==> config.mk <==
export PLATFORM = sky130hd
export DESIGN_NAME = uart_rx_framed
export DESIGN_NICKNAME = d
export VERILOG_FILES = /design/src/rtl/uart_rx_framed.sv
export SDC_FILE = /design/constraint.sdc
export NUM_CORES = 1
export LEC_CHECK = 0
export BUFFER_PORTS_ARGS = -buffer_cell sky130_fd_sc_hd__buf_4
export CAP_MARGIN = 25
export CORE_AREA = 2 2 150 79
export CTS_BUF_LIST = sky130_fd_sc_hd__clkbuf_4 sky130_fd_sc_hd__clkbuf_8 sky130_fd_sc_hd__clkbuf_16
export DETAILED_ROUTE_END_ITERATION = 6
export DIE_AREA = 0 0 152 81
export MAX_ROUTING_LAYER = met4
export PLACE_DENSITY = 0.54
export SLEW_MARGIN = 15
export SYNTH_ARGS = -nofsm -noshare
export SYNTH_HDL_FRONTEND = slang
export SYNTH_SLANG_ARGS = --single-unit
==> constraint.sdc <==
create_clock -name clock -period 1.8 [get_ports clock]
set_input_delay 0.09 -clock clock [delete_from_list [all_inputs] [get_ports clock]]
set_output_delay 0.09 -clock clock [all_outputs]
set_load 0.03 [all_outputs]
==> src/rtl/uart_rx_framed.sv <==
`default_nettype none
// ============================================================================
// Module      : uart_rx_framed
// Description : UART receive channel. Oversampling tick generator, 2-flop rx
//               synchroniser, 3-sample majority bit decision, configurable
//               word length / parity / stop bits, false-start rejection,
//               break detection and an output FIFO with valid/ready handshake.
// Ports       : clock, reset      - single clock, synchronous active-high reset
//               rx                - asynchronous serial input, idle high
//               m_data            - head word, LSB = first bit on the line
//               m_parity_err      - head word failed the parity check
//               m_frame_err       - head word had a stop bit sampled as 0
//               m_break           - head word was a line break
//               m_valid/m_ready   - head handshake
//               overrun           - pulse when a completed word is dropped
//               fifo_count        - FIFO occupancy
//               busy              - receiver is inside a frame
// Revision    : 1.0 - initial release
// ============================================================================
module uart_rx_framed #(
    parameter int DATA_BITS    = 8,
    parameter int PARITY_MODE  = 0,
    parameter int STOP_BITS    = 1,
    parameter int OVERSAMPLING = 16,
    parameter int BAUDRATE     = 115200,
    parameter int CLOCK_INPUT  = 50_000_000,
    parameter int FIFO_DEPTH   = 4
) (
    input  logic                        clock,
    input  logic                        reset,
    input  logic                        rx,
    output logic [DATA_BITS-1:0]        m_data,
    output logic                        m_parity_err,
    output logic                        m_frame_err,
    output logic                        m_break,
    output logic                        m_valid,
    input  logic                        m_ready,
    output logic                        overrun,
    output logic [$clog2(FIFO_DEPTH):0] fifo_count,
    output logic                        busy
);
    localparam int c_DIV_RAW = CLOCK_INPUT / (BAUDRATE * OVERSAMPLING);
    localparam int c_DIV     = (c_DIV_RAW < 1) ? 1 : c_DIV_RAW;
    localparam int c_TW      = (c_DIV > 1) ? $clog2(c_DIV) : 1;
    localparam int c_SW      = $clog2(OVERSAMPLING);
    localparam int c_MID     = OVERSAMPLING / 2;
    localparam int c_AW      = $clog2(FIFO_DEPTH);
    localparam int c_WW      = DATA_BITS + 3;

    localparam logic [c_TW-1:0] c_TICK_LAST = c_TW'(c_DIV - 1);
    localparam logic [c_SW-1:0] c_SC_LAST   = c_SW'(OVERSAMPLING - 1);
    localparam logic [c_SW-1:0] c_SC_V0     = c_SW'(c_MID - 1);
    localparam logic [c_SW-1:0] c_SC_V1     = c_SW'(c_MID);
    localparam logic [c_SW-1:0] c_SC_V2     = c_SW'(c_MID + 1);
    localparam logic [3:0]      c_DATA_LAST = 4'(DATA_BITS - 1);
    localparam logic [3:0]      c_STOP_LAST = 4'(STOP_BITS - 1);
    localparam logic [c_AW:0]   c_FULL      = (c_AW + 1)'(FIFO_DEPTH);
    localparam logic [c_AW:0]   c_ONE       = (c_AW + 1)'(1);

    typedef enum logic [2:0] {
        S_IDLE   = 3'd0,
        S_START  = 3'd1,
        S_DATA   = 3'd2,
        S_PARITY = 3'd3,
        S_STOP   = 3'd4
    } state_t;

    state_t r_state, w_next_state;

    logic                 r_sync1, r_sync2, r_sync3;
    logic [c_TW-1:0]      r_tick_cnt;
    logic [c_SW-1:0]      r_sc;
    logic [1:0]           r_vote;
    logic [3:0]           r_bit_idx;
    logic [DATA_BITS-1:0] r_shift;
    logic                 r_par_bit, r_stop_first, r_frame_err;
    logic                 r_push;
    logic [c_WW-1:0]      r_push_word;

    logic                 w_tick, w_sample, w_decide, w_bit, w_fall, w_last_stop;
    logic [c_SW-1:0]      w_sc_next;
    logic                 w_first_stop, w_data_par, w_parity_err, w_break, w_frame_err;
    logic [c_WW-1:0]      w_word;

    // Tick counter only runs inside a frame, so its phase starts at the edge.
    assign w_tick    = (r_state != S_IDLE) && (r_tick_cnt == c_TICK_LAST);
    assign w_sc_next = (r_sc == c_SC_LAST) ? '0 : r_sc + c_SW'(1);
    // Samples are taken on the ticks that move sc to Mid-1, Mid, Mid+1, so the
    // decision for bit k lands on tick k*OVERSAMPLING + Mid+1 after the edge.
    assign w_sample  = w_tick && ((w_sc_next == c_SC_V0) || (w_sc_next == c_SC_V1) ||
                                  (w_sc_next == c_SC_V2));
    assign w_decide  = w_tick && (w_sc_next == c_SC_V2);
    // Third vote is the live synchronised sample at the decision tick.
    assign w_bit     = (r_vote[1] & r_vote[0]) | (r_vote[1] & r_sync2) | (r_vote[0] & r_sync2);
    assign w_fall    = r_sync3 & ~r_sync2;

    always_comb begin
        w_next_state = r_state;
        w_last_stop  = 1'b0;
        case (r_state)
            S_IDLE:   if (w_fall) w_next_state = S_START;
            S_START:  if (w_decide) w_next_state = w_bit ? S_IDLE : S_DATA;
            S_DATA:   if (w_decide && (r_bit_idx == c_DATA_LAST))
                          w_next_state = (PARITY_MODE != 0) ? S_PARITY : S_STOP;
            S_PARITY: if (w_decide) w_next_state = S_STOP;
            S_STOP:   if (w_decide && (r_bit_idx == c_STOP_LAST)) begin
                          w_next_state = S_IDLE;
                          w_last_stop  = 1'b1;
                      end
            default:  w_next_state = S_IDLE;
        endcase
    end

    // Word assembly at the last stop decision; the first stop bit may be the
    // bit being decided right now when STOP_BITS is 1.
    always_comb begin
        w_first_stop = (r_bit_idx == 4'd0) ? w_bit : r_stop_first;
        w_data_par   = (^r_shift) ^ r_par_bit;
        w_parity_err = (PARITY_MODE == 1) ? w_data_par :
                       (PARITY_MODE == 2) ? ~w_data_par : 1'b0;
        w_break      = (r_shift == '0) && ((PARITY_MODE == 0) || !r_par_bit) && !w_first_stop;
        w_frame_err  = r_frame_err | ~w_bit;
        w_word       = {w_break, w_frame_err, w_parity_err, r_shift};
    end

    always_ff @(posedge clock) begin
        if (reset) r_state <= S_IDLE;
        else       r_state <= w_next_state;
    end

    always_ff @(posedge clock) begin
        if (reset) begin
            r_sync1      <= 1'b1;
            r_sync2      <= 1'b1;
            r_sync3      <= 1'b1;
            r_tick_cnt   <= '0;
            r_sc         <= '0;
            r_vote       <= '0;
            r_bit_idx    <= '0;
            r_shift      <= '0;
            r_par_bit    <= 1'b0;
            r_stop_first <= 1'b0;
            r_frame_err  <= 1'b0;
            r_push       <= 1'b0;
            r_push_word  <= '0;
        end else begin
            r_sync1 <= rx;
            r_sync2 <= r_sync1;
            r_sync3 <= r_sync2;

            if ((r_state == S_IDLE) || (r_tick_cnt == c_TICK_LAST)) r_tick_cnt <= '0;
            else                                                    r_tick_cnt <= r_tick_cnt + c_TW'(1);

            if (r_state == S_IDLE) r_sc <= '0;
            else if (w_tick)       r_sc <= w_sc_next;

            if (w_sample) r_vote <= {r_vote[0], r_sync2};

            if (w_next_state != r_state) r_bit_idx <= '0;
            else if (w_decide)           r_bit_idx <= r_bit_idx + 4'd1;

            if ((r_state == S_DATA) && w_decide) r_shift <= {w_bit, r_shift[DATA_BITS-1:1]};
            if ((r_state == S_PARITY) && w_decide) r_par_bit <= w_bit;

            if (r_state == S_START) r_frame_err <= 1'b0;
            if ((r_state == S_STOP) && w_decide) begin
                if (r_bit_idx == 4'd0) r_stop_first <= w_bit;
                if (!w_bit)            r_frame_err  <= 1'b1;
            end

            r_push <= w_last_stop;
            if (w_last_stop) r_push_word <= w_word;
        end
    end

    // ------------------------------------------------------------------------
    // Output FIFO. The head entry is mirrored in a register so the outputs only
    // move on a pop or on a push into an empty FIFO.
    // ------------------------------------------------------------------------
    logic [c_WW-1:0] r_mem [FIFO_DEPTH];
    logic [c_AW-1:0] r_wptr, r_rptr;
    logic [c_AW:0]   r_count;
    logic [c_WW-1:0] r_head;
    logic            r_valid, r_overrun;
    logic            w_pop, w_full, w_push_ok;
    logic [c_AW-1:0] w_rptr_next;

    assign w_pop       = r_valid & m_ready;
    assign w_full      = (r_count == c_FULL);
    // A simultaneous pop frees the slot, so a push into a full FIFO still lands.
    assign w_push_ok   = r_push & (~w_full | w_pop);
    assign w_rptr_next = r_rptr + c_AW'(1);

    always_ff @(posedge clock) begin
        if (w_push_ok) r_mem[r_wptr] <= r_push_word;
    end

    always_ff @(posedge clock) begin
        if (reset) begin
            r_wptr    <= '0;
            r_rptr    <= '0;
            r_count   <= '0;
            r_head    <= '0;
            r_valid   <= 1'b0;
            r_overrun <= 1'b0;
        end else begin
            r_overrun <= r_push & w_full & ~w_pop;
            if (w_push_ok) r_wptr <= r_wptr + c_AW'(1);
            if (w_pop)     r_rptr <= w_rptr_next;

            case ({w_push_ok, w_pop})
                2'b10:   r_count <= r_count + c_ONE;
                2'b01:   r_count <= r_count - c_ONE;
                default: r_count <= r_count;
            endcase

            if (w_pop) begin
                if (r_count > c_ONE) r_head  <= r_mem[w_rptr_next];
                else if (w_push_ok)  r_head  <= r_push_word;
                else                 r_valid <= 1'b0;
            end else if (w_push_ok && (r_count == '0)) begin
                r_head  <= r_push_word;
                r_valid <= 1'b1;
            end
        end
    end

    assign m_data       = r_head[DATA_BITS-1:0];
    assign m_parity_err = r_head[DATA_BITS];
    assign m_frame_err  = r_head[DATA_BITS+1];
    assign m_break      = r_head[DATA_BITS+2];
    assign m_valid      = r_valid;
    assign overrun      = r_overrun;
    assign fifo_count   = r_count;
    assign busy         = (r_state != S_IDLE);

endmodule
`default_nettype wire

==> summary.md, run 1 <==
| Metric | Value |
|---|---|
| First-pass GRT wire length | `13870 um` |
| Critical Path Sink | `r_bit_idx[2]` |
| Power, Total | `4.394 mW` |
| Crit share post-route | `1.019` |
| Total GRT Usage | `0.1499` |
| Core region area | `0.01125 mm^2` |
| # DRC | `0` |
| Status | `finished, violations left` |
| XOR/XNOR Fraction of Synth Area | `0.02237` |
| Worst Tran Pin Value | `0.6447 ns` |
| Slew Limit Fails | `0` |
| P_leak | `1.971 nW` |
| Clock tree buffer depth | `2` |
| Die Y | `81 um` |
| Post-synth EDFFs | `40` |
| FMAX | `545.1 MHz` |
| Setup crit start kind | `flop` |
| Post-Syn Instances | `358` |
| Worst rel slew slack | `0.5657` |
| Antenna violations before repair | `0` |
| Clock Tree Root | `clkbuf_16` |
| Pwr Density | `823.5 mW/mm^2` |
| Std cell rows | `28` |
| Setup crit end kind | `flop` |
| # placed instances | `544` |
| Fin cells | `565` |
| IR drop worst, VDD | `0.4261 mV` |
| DRT Pass-1 Iters | `4` |
| Share of layout cells above drive strength 1 | `0.2867` |
| Clock Latency Late Sink | `0.34 ns` |
| Worst slack, placed | `-0.1186 ns` |
| Worst EP arrival | `2.11 ns` |
| Num CTS Buffers | `9` |
| DRT antenna net count | `0` |
| Filler Cell Count | `1001` |
| Clock transition at path regs | `0.07 ns` |
| Prevailing post-synth register cell | `dfxtp_1` |
| WL/cell | `15.30 um` |
| Post-layout min period | `1.835 ns` |
| Post-route cell area | `0.005336 mm^2` |
| Syn_area_per_cell | `12.03 um^2` |
| CTS tree | `yes` |
| CP Max Fanout | `6` |
| Die Footprint | `0.01231 mm^2` |
| DR vias/cell | `5.055` |
| FF-to-FF setup slack | `-0.03 ns` |
| Post-synthesis sequential area ratio | `0.5578` |
| Overflow after GRT | `0` |
| Ys Warns | `0` |
| Largest net degree at the start of global routing | `22` |
| Proportion of synthesized area in mux cells | `0.1197` |
| Antenna diodes | `0` |
| Max Cap Viol | `0` |
| Layout area overhead | `23.91%` |
| Failing checks | `setup timing` |
| Post-route setup slack | `-0.03453 ns` |
| Sequential Area | `0.002412 mm^2` |
| WS Path Type | `flop to flop` |
| Initial core utilization | `0.3830` |
| H-Tree Depth | `3` |
| Wirelength, routed | `8646 um` |
| #FFs+latches synth | `100` |
| Post-Syn Nets | `377` |
| Final nets | `429` |
| Area after DPL | `0.004842 mm^2` |
| Clk_skew | `0.01244 ns` |
| Adder-cell share of the synthesized area | `0.04358` |
| FF-to-FF Start | `r_sc[0]` |
| Main combinational cell family by area after synthesis | `simple AND/OR/NAND/NOR gates` |
| Gpl congestion | `0.8227` |
| Unrepaired setup endpoints after global routing | `true` |
| Ys async rst share | `0` |
| Dpl hpwl | `6121 um` |
| Synthesized area | `0.004307 mm^2` |
| I/O pin count | `21` |
| Compound-cell area share of the yosys netlist | `0.09268` |
| HP Class | `primary input to flop` |
| Reg2reg end | `r_bit_idx[2]` |
| CP startpoint | `r_sc[0]` |
| Initial DRC Count | `180` |
| Final setup viols | `8` |
| Multi-input logic area | `0.001901 mm^2` |
| Clock sink count | `100` |
| Vias | `2856` |
| R2R depth | `6` |
| Vias in the first global route | `2618` |
| DIE WIDTH | `152 um` |
| Final hold vios | `0` |
| I/O Buffers | `19` |
| Cell variety after synth | `50` |
| Data required, critical path | `2.08 ns` |
| Simple logic cell fraction of the synthesized area | `0.1328` |
## per-layer routing
layer | part of all wire | wire (um) | track usage
met5 | 0 | 0 | -
met3 | 0.049 | 422 | 0.04162
met1 | 0.56 | 4813 | 0.2265
met4 | 0.0053 | 46 | 0.03364
met2 | 0.39 | 3364 | 0.1950
## area by class of cell
cell class,count,area share
Inverter,14,0.01032
Timing Repair Buffer,56,0.08980
Clock inverter,5,0.007034
Clock buffer,11,0.04947
Tap cell,150,0.03517
Multi-Input combinational cell,229,0.3562
Sequential cell,100,0.4521
## cell families (layout without fill, tap and decap cells)
logic type      after synthesis  after routing
xor+xnor                     11             11
mux                          39             39
fa+ha+maj                    15             15
compound gates               55             55
simple gates                108            108
flops                       100            100
other cells                   1              1
buf+inv                      29             86
## flip-flops by register name, summed over array words and instances (netlist names)
| signal | count |
|---|---|
| r_rptr | 2 |
| r_frame_err | 1 |
| r_mem | 40 |
| r_sync2 | 1 |
| r_push | 1 |
| m_valid | 1 |
| r_sync1 | 1 |
| r_head | 10 |
| r_bit_idx | 4 |
| r_sc | 4 |
| overrun | 1 |
| r_tick_cnt | 5 |
| r_sync3 | 1 |
| r_wptr | 2 |
| r_vote | 2 |
| fifo_count | 3 |
| r_shift | 8 |
| r_push_word | 10 |
| r_state | 3 |
## cells in the final DEF (no fill, tap or decap), types with 6 or more instances in the layout
master,instances
clkbuf_16,10
xnor2_1,6
nand3_1,7
edfxtp_1,40
mux2i_1,24
a211oi_1,13
buf_4,47
ha_1,12
nand2_1,12
nand2b_1,6
mux4_2,10
o21ai_0,8
inv_1,12
dfxtp_1,56
a21oi_1,14
nor2_1,46
## what timing repair did
action	in CTS	in global routing
buffers inserted	2	2
hold buffers	1	0
resized for setup	13	21
endpoints found under the setup margin	56	56
cloned	0	0
endpoints found under the hold margin	1	0
pin swaps	3	3
## synthesized netlist by cell type (all sizes together), types with 2 or more instances
cell	instances	share of area
a211oi	14	0.026
a21oi	14	0.016
a311o	2	0.0046
a311oi	3	0.0076
a31oi	4	0.0058
a41o	2	0.0046
and2	5	0.0073
buf	7	0.011
clkbuf	8	0.0070
dfxtp	60	0.28
edfxtp	40	0.28
ha	15	0.044
inv	14	0.012
mux2i	29	0.067
mux4	10	0.052
nand2	12	0.010
nand2b	6	0.0087
nand3	7	0.0081
nand4	3	0.0058
nand4b	2	0.0041
nor2	47	0.041
nor2b	3	0.0044
nor3	7	0.011
nor3b	2	0.0035
nor4	4	0.0058
o21ai	9	0.010
o31ai	2	0.0035
or2	3	0.0044
xnor2	6	0.012
xor2	5	0.010
## metrics by stage
stage	TNS [ns]	util	hold slack, ns
floorplan	0	-	0.1938
global placement	-0.05203	0.4306	0.2753
detailed placement	-0.8036	0.4306	0.2773
CTS	-0.4005	0.4633	0.06170
global route	-2.501	0.4745	0.07203
finish	-0.1746	0.4745	0.06195
## critical path, cell delays in order (launching register included)
cell,delay (ns)
dfxtp_4,0.37
ha_4,0.18
nor4bb_4,0.34
a41o_2,0.23
a31oi_4,0.11
a311o_1,0.39
a21oi_1,0.15
## how the worst min path moves through the flow
stage / startpoint / end / slack, ns / depth (start not counted)
floorplan: rx / r_sync1 / 0.19 / 1
CTS: reset / r_shift[1] / 0.06 / 2
detailed placement: rx / r_sync1 / 0.28 / 2
global placement: rx / r_sync1 / 0.28 / 2
global route: reset / r_shift[6] / 0.07 / 2
finish: reset / r_shift[6] / 0.06 / 2
## where the power goes
group | leakage, nW | switching [mW] | internal [mW]
logic | 0.962 | 0.0743 | 0.0481
clock network | 0.152 | 0.853 | 1.07
registers | 0.857 | 0.00591 | 2.34
No activity file was read; power rests on OpenSTA's default activity.
==> run 2: changes to the inputs <==
Settings changed: CORE_AREA 2 2 150 79 to 5 5 153 82, DIE_AREA 0 0 152 81 to 0 0 158 87, SKIP_LAST_GASP from default to 1.
==> summary.md, run 2 (synthesis gave the netlist of run 1 again) <==
| Metric | Value |
|---|---|
| Status | `finished, violations left` |
| Failing checks | `setup timing` |
| DRT antenna net count | `0 (unchanged)` |
| CTS tree | `yes` |
| Regs by FF count | `r_mem: 40 flops, r_head: 10 flops, r_push_word: 10 flops` |
| Clock sink count | `100 (unchanged)` |
| CP delay by family, top | `compound AO/OA/AOI/OAI gates` |
| Initial DRC Count | `123 (-32%)` |
| Largest net degree at the start of global routing | `22 (unchanged)` |
| Most frequent cells in the layout | `dfxtp_1 (56), buf_4 (52), nor2_1 (46)` |
| R2R depth | `8 (+2)` |
| Clock Tree Root | `clkbuf_16` |
| Pwr Density | `821.4 mW/mm^2 (-0.26%)` |
| Vias | `2812 (-1.5%)` |
| Post-route cell area | `0.005350 mm^2 (+0.26%)` |
| DR vias/cell | `4.942 (-2.2%)` |
| Hold Path Cell Cnt | `2 (unchanged)` |
| Worst path bufs/invs | `2 (+2)` |
| Slowest cell on crit path | `dfxtp_4` |
| Core region area | `0.01125 mm^2 (unchanged)` |
| Worst EP arrival | `2.12 ns (about the same)` |
| Wirelength, routed | `8885 um (+2.8%)` |
| P_leak | `1.996 nW (+1.3%)` |
| Commonest non-fill, non-tap cell in the layout | `dfxtp_1` |
| FF-to-FF setup slack | `-0.05 ns (about the same)` |
| # DRC | `0 (unchanged)` |
| Crit share post-route | `1.025 (+0.006031)` |
| CP Cell Sequence | `inv_4 > ha_2 > nor4bb_4 > a41o_2 > a31oi_4 > buf_4 > nand4b_1 > a21oi_1` |
| Total GRT Usage | `0.1381 (-0.01186)` |
| Antenna violations before repair | `0 (unchanged)` |
| Hold endpoint | `r_shift[3]` |
| Dpl hpwl | `6155 um (+0.55%)` |
| Antenna diodes | `0 (unchanged)` |
| Die Footprint | `0.01375 mm^2 (+12%)` |
| Initial core utilization | `0.3830 (unchanged)` |
| WS Path Type | `flop to flop` |
| Setup crit start kind | `flop` |
| Clock power share | `0.437 (about the same)` |
| Slew Limit Fails | `0 (unchanged)` |
| Std cell rows | `28 (unchanged)` |
| Hold_sp | `reset` |
| Combinational share of power | `0.029 (about the same)` |
| Overflow after GRT | `0 (unchanged)` |
| Worst Tran Pin Value | `0.5337 ns (-0.1109 ns)` |
| Setup crit end kind | `flop` |
| Unrepaired setup endpoints after global routing | `true` |
| Power, Total | `4.395 mW (about the same)` |
| Largest register FFs | `40 (unchanged)` |
| Worst rel slew slack | `0.6422 (+0.07657)` |
| Die Y | `87 um (+7.4%)` |
| Vias in the first global route | `2599 (-0.73%)` |
| H-Tree Depth | `3 (unchanged)` |
| Clock transition at path regs | `0.06 ns (about the same)` |
| I/O pin count | `21 (unchanged)` |
| Num CTS Buffers | `9 (unchanged)` |
| HP Class | `primary input to flop` |
| Final setup viols | `5 (-3)` |
| WL/cell | `15.62 um (+2.0%)` |
| Layout area overhead | `24.23%` |
| Max Cap Viol | `0 (unchanged)` |
| Crit path largest cell delay | `0.39 ns (about the same)` |
| Net Sw Frac | `0.2033 (-0.009031)` |
| Area after DPL | `0.004857 mm^2 (+0.31%)` |
| Clk_skew | `0.007878 ns (-0.004559 ns)` |
| IR drop worst, VDD | `0.4493 mV (+5.5%)` |
| DIE WIDTH | `158 um (+3.9%)` |
| Post-route setup slack | `-0.04539 ns (-0.01086 ns)` |
| Clock tree buffer depth | `2 (unchanged)` |
| First-pass GRT wire length | `13990 um (+0.89%)` |
| CP Max Fanout | `4 (-2)` |
| Final hold vios | `0 (unchanged)` |
| Internal power | `3.501 mW (+1.1%)` |
| FMAX | `541.9 MHz (-0.59%)` |
| Sw Pwr | `0.8933 mW (-4.3%)` |
| Sequential power share | `0.534 (about the same)` |
| Reg2reg end | `r_bit_idx[0]` |
| Post-layout min period | `1.845 ns (+0.01086 ns)` |
| FF-to-FF Start | `r_sc[0]` |
| Reg with most FFs | `r_mem` |
| Share of layout cells above drive strength 1 | `0.2936 (+0.006809)` |
| Gpl congestion | `0.8189 (-0.46%)` |
| Data required, critical path | `2.07 ns (about the same)` |
| I/O Buffers | `19 (unchanged)` |
| DRT Pass-1 Iters | `4 (unchanged)` |
| Clock Latency Late Sink | `0.34 ns (about the same)` |
| Final nets | `433 (+0.93%)` |
-- run 2: cell types whose count changed in the layout (fill, tap and decap cells not counted), moves of 2 or more --
cell / delta
buf_4: +5
inv_6: -3
clkinv_4: +2
o21ai_1: +2
-- run 2: worst max path at each step --
stage	from	to	slack, ns	cells past startpoint
2_1_floorplan	r_sc[0]	r_shift[5]	0.008	7
3_3_place_gp	r_sc[1]	r_bit_idx[3]	-0.02	6
3_5_place_dp	r_sc[1]	r_bit_idx[3]	-0.07	6
4_1_cts	r_sc[0]	r_bit_idx[3]	-0.07	7
5_1_grt	r_sc[0]	r_bit_idx[2]	-0.15	8
6_report	r_sc[0]	r_bit_idx[0]	-0.05	8
-- run 2: per-stage QoR --
| stage | TNS, ns | instances | setup slack, ns | hold WS (ns) | utilization |
|---|---|---|---|---|---|
| 4_1_cts | -0.9632 | 564 | -0.07329 | 0.06459 | 0.4641 |
| 5_1_grt | -1.884 | 569 | -0.1461 | 0.08722 | 0.4757 |
| 6_report | -0.1484 | 569 | -0.04539 | 0.07254 | 0.4757 |
| 2_1_floorplan | 0 | 358 | 0.007692 | 0.1938 | - |
| 3_5_place_dp | -0.3726 | 546 | -0.07325 | 0.2770 | 0.4319 |
| 3_3_place_gp | -0.05895 | 546 | -0.01949 | 0.2773 | 0.4319 |
-- run 2: power groups by stage --
stage / Combinational [mW] / Clock (mW) / Sequential (mW)
2_1_floorplan: 0.0675 / 0 / 2.41
3_3_place_gp: 0.116 / 0 / 2.40
3_5_place_dp: 0.116 / 0 / 2.40
4_1_cts: 0.118 / 2.00 / 2.35
5_1_grt: 0.139 / 2.06 / 2.35
6_report: 0.126 / 1.92 / 2.35
-- run 2: metal layers --
| layer | part of all wire | vias to the layer above | global-route usage |
|---|---|---|---|
| li1 | - | 1429 | - |
| met1 | 0.55 | 1329 | 0.2119 |
| met2 | 0.39 | 46 | 0.1715 |
| met3 | 0.055 | 8 | 0.03623 |
| met4 | 0.0071 | 0 | 0.04644 |
| met5 | 0 | - | - |
-- run 2: area by class of cell --
type	instances	area, um^2
tap	150	187.7
timing repair buffer	60	496.7
clock buffer	10	239.0
sequential	100	2412
clock inverter	6	63.81
inverter	14	55.05
fill	992	5896
multi-input combinational	229	1896
-- run 2: timing repair --
action | 4_1_cts | 5_1_grt
hold endpoints to repair | 1 | 0
gates resized for setup | 9 | 27
setup buffers | 1 | 5
hold buffers | 1 | 0
endpoints found under the setup margin | 33 | 73
pin swaps | 3 | 8
==> run 3: changes to the inputs <==
==> constraint.sdc (replaced) <==
create_clock -name clock -period 1.8 [get_ports clock]
set_input_delay 0.18 -clock clock [delete_from_list [all_inputs] [get_ports clock]]
set_output_delay 0.18 -clock clock [all_outputs]
set_load 0.03 [all_outputs]
==> summary.md, run 3 (synthesis gave the netlist of run 1 again) <==
| Metric | Value |
|---|---|
| WS Path Type | `flop to flop` |
| Final Util | `0.4885 (+0.01280)` |
| Max Cap Viol | `0 (unchanged)` |
| Post-route cell area | `0.005494 mm^2 (+2.7%)` |
| Multi-input logic area | `0.001946 mm^2 (+2.6%)` |
| Wirelength, routed | `9014 um (+1.5%)` |
| IR drop worst, VDD | `0.4553 mV (+1.3%)` |
| Most frequent cells in the layout | `dfxtp_1 (56), buf_4 (56), nor2_1 (45)` |
| H-Tree Depth | `3 (unchanged)` |
| Regs by FF count | `r_mem: 40 flops, r_head: 10 flops, r_push_word: 10 flops` |
| P_leak | `2.033 nW (+1.8%)` |
| Final TNS setup | `-1.836 ns (-1.688 ns)` |
| Status | `finished, violations left` |
| I/O pin count | `21 (unchanged)` |
| FF-to-FF Start | `r_sc[0]` |
| Post-layout min period | `1.968 ns (+0.1222 ns)` |
| Overflow after GRT | `0 (unchanged)` |
| Crit share post-route | `1.093 (+0.06790)` |
| Dpl hpwl | `6254 um (+1.6%)` |
| Clock tree buffer depth | `2 (unchanged)` |
| Clock transition at path regs | `0.06 ns (about the same)` |
| Reg2reg end | `r_push_word[6]` |
| Pwr Density | `793.6 mW/mm^2 (-3.4%)` |
| Hold endpoint | `r_push_word[10]` |
| # DRC | `0 (unchanged)` |
| Hold_sp | `reset` |
| Data required, critical path | `2.03 ns (-0.04 ns)` |
| Die Y | `87 um (unchanged)` |
| Die Footprint | `0.01375 mm^2 (unchanged)` |
| CP Max Fanout | `6 (+2)` |
| Slew Limit Fails | `0 (unchanged)` |
| FF-to-FF setup slack | `-0.17 ns (-0.12 ns)` |
| Hold Path Cell Cnt | `2 (unchanged)` |
| Clock Latency Late Sink | `0.34 ns (about the same)` |
| I/O Buffers | `19 (unchanged)` |
| First-pass GRT wire length | `14330 um (+2.4%)` |
| Initial DRC Count | `131 (+6.5%)` |
| Worst rel slew slack | `0.6460 (+0.003779)` |
| Total GRT Usage | `0.1407 (+0.002636)` |
| Clock power share | `0.433 (-0.004)` |
| Gpl congestion | `0.8057 (-1.6%)` |
| Filler Cell Count | `1001 (+0.91%)` |
| Combinational share of power | `0.029 (about the same)` |
| Antenna diodes | `0 (unchanged)` |
| Area after DPL | `0.004857 mm^2 (unchanged)` |
| Std cell rows | `28 (unchanged)` |
| Clock sink count | `100 (unchanged)` |
| CTS tree | `yes` |
| WL/cell | `15.60 um (-0.13%)` |
| Post-route setup slack | `-0.1676 ns (-0.1222 ns)` |
| Reg with most FFs | `r_mem` |
| Clk_skew | `0.007622 ns (-0.0002557 ns)` |
| DIE WIDTH | `158 um (unchanged)` |
| Worst Tran Pin Value | `0.5254 ns (-0.008312 ns)` |
| Power, Total | `4.360 mW (-0.79%)` |
| Unrepaired setup endpoints after global routing | `true` |
| Sw Pwr | `0.9009 mW (+0.85%)` |
| Antenna violations before repair | `0 (unchanged)` |
| Initial core utilization | `0.3830 (unchanged)` |
| Num CTS Buffers | `9 (unchanged)` |
| Clock Tree Root | `clkbuf_16` |
| DR vias/cell | `4.972 (+0.61%)` |
| Share of layout cells above drive strength 1 | `0.3154 (+0.02186)` |
| Core region area | `0.01125 mm^2 (unchanged)` |
| Layout area overhead | `27.57%` |
| DRT Pass-1 Iters | `5 (+1)` |
| Final nets | `442 (+2.1%)` |
| Final hold vios | `0 (unchanged)` |
| FMAX | `508.2 MHz (-6.2%)` |
| Final setup viols | `24 (+19)` |
| HP Class | `primary input to flop` |
| Internal power | `3.459 mW (-1.2%)` |
| Net Sw Frac | `0.2066 (+0.003364)` |
| Largest register FFs | `40 (unchanged)` |
| Setup crit start kind | `flop` |
| Sequential Area | `0.002412 mm^2 (unchanged)` |
| Vias | `2874 (+2.2%)` |
| Sequential power share | `0.538 (+0.004)` |
| Failing checks | `setup timing` |
| Vias in the first global route | `2654 (+2.1%)` |
| Worst EP arrival | `2.20 ns (+0.08 ns)` |
| DRT antenna net count | `0 (unchanged)` |
| Final hold slack | `0.1537 ns (+0.08120 ns)` |
| Largest net degree at the start of global routing | `22 (unchanged)` |
| Setup crit end kind | `flop` |
| R2R depth | `8 (unchanged)` |
## run 3: changes by cell type in the layout (fill, tap and decap cells not counted), moves of 2 or more
cell,delta
buf_6,+3
ha_4,+2
buf_4,+4
ha_2,-2
## run 3: area by class of cell
class / instances / share of cell area
Inverter: 14 / 0.01002
Clock buffer: 9 / 0.04099
Multi-Input combinational cell: 229 / 0.3541
Timing Repair Buffer: 69 / 0.1093
Tap cell: 150 / 0.03416
Clock inverter: 7 / 0.01230
Sequential cell: 100 / 0.4391
## run 3: worst max-delay path by stage
stage / startpoint / end / slack [ns] / cells after the start
6_report: r_sc[0] / r_push_word[6] / -0.17 / 8
5_1_grt: r_sc[1] / r_push_word[10] / -0.22 / 8
4_1_cts: r_sc[0] / r_bit_idx[3] / -0.09 / 6
3_5_place_dp: r_sc[1] / r_bit_idx[3] / -0.11 / 6
3_3_place_gp: r_sc[1] / r_bit_idx[3] / -0.02 / 6
2_1_floorplan: r_sc[0] / r_shift[5] / 0.008 / 7
## run 3: power by group through the flow
stage	logic [mW]	clock network, mW	registers, mW
2_1_floorplan	0.0675	0	2.41
3_3_place_gp	0.116	0	2.40
3_5_place_dp	0.118	0	2.40
4_1_cts	0.120	1.95	2.35
5_1_grt	0.136	2.05	2.35
6_report	0.125	1.89	2.35
## run 3: through the flow
| step | setup slack (ns) | instances |
|---|---|---|
| 2_1_floorplan | 0.007692 | 358 |
| 5_1_grt | -0.2250 | 578 |
| 3_3_place_gp | -0.02338 | 546 |
| 4_1_cts | -0.08534 | 567 |
| 3_5_place_dp | -0.1128 | 546 |
| 6_report | -0.1676 | 578 |
## run 3: critical path, cell delays in order, from the launching register on
cell       delay, ns
dfxtp_4         0.37
ha_4            0.18
nor4bb_4        0.34
a41oi_4         0.10
buf_6           0.17
nor3_4          0.26
clkbuf_16       0.21
mux2i_1         0.18
nor2_1          0.05
## run 3: per-layer routing
| layer | vias to the layer above | global-route usage | wire length [um] |
|---|---|---|---|
| met5 | - | - | 0 |
| met4 | 0 | 0.03947 | 78 |
| met3 | 7 | 0.04715 | 557 |
| met2 | 56 | 0.1696 | 3436 |
| met1 | 1370 | 0.2169 | 4941 |
| li1 | 1441 | - | - |
## run 3: timing repair
item	CTS	global route
gates resized for setup	14	36
endpoints found under the hold margin	1	0
hold buffers	1	0
setup buffers	4	10
gates cloned	0	1
pin swaps	3	14
setup endpoints to repair	30	77
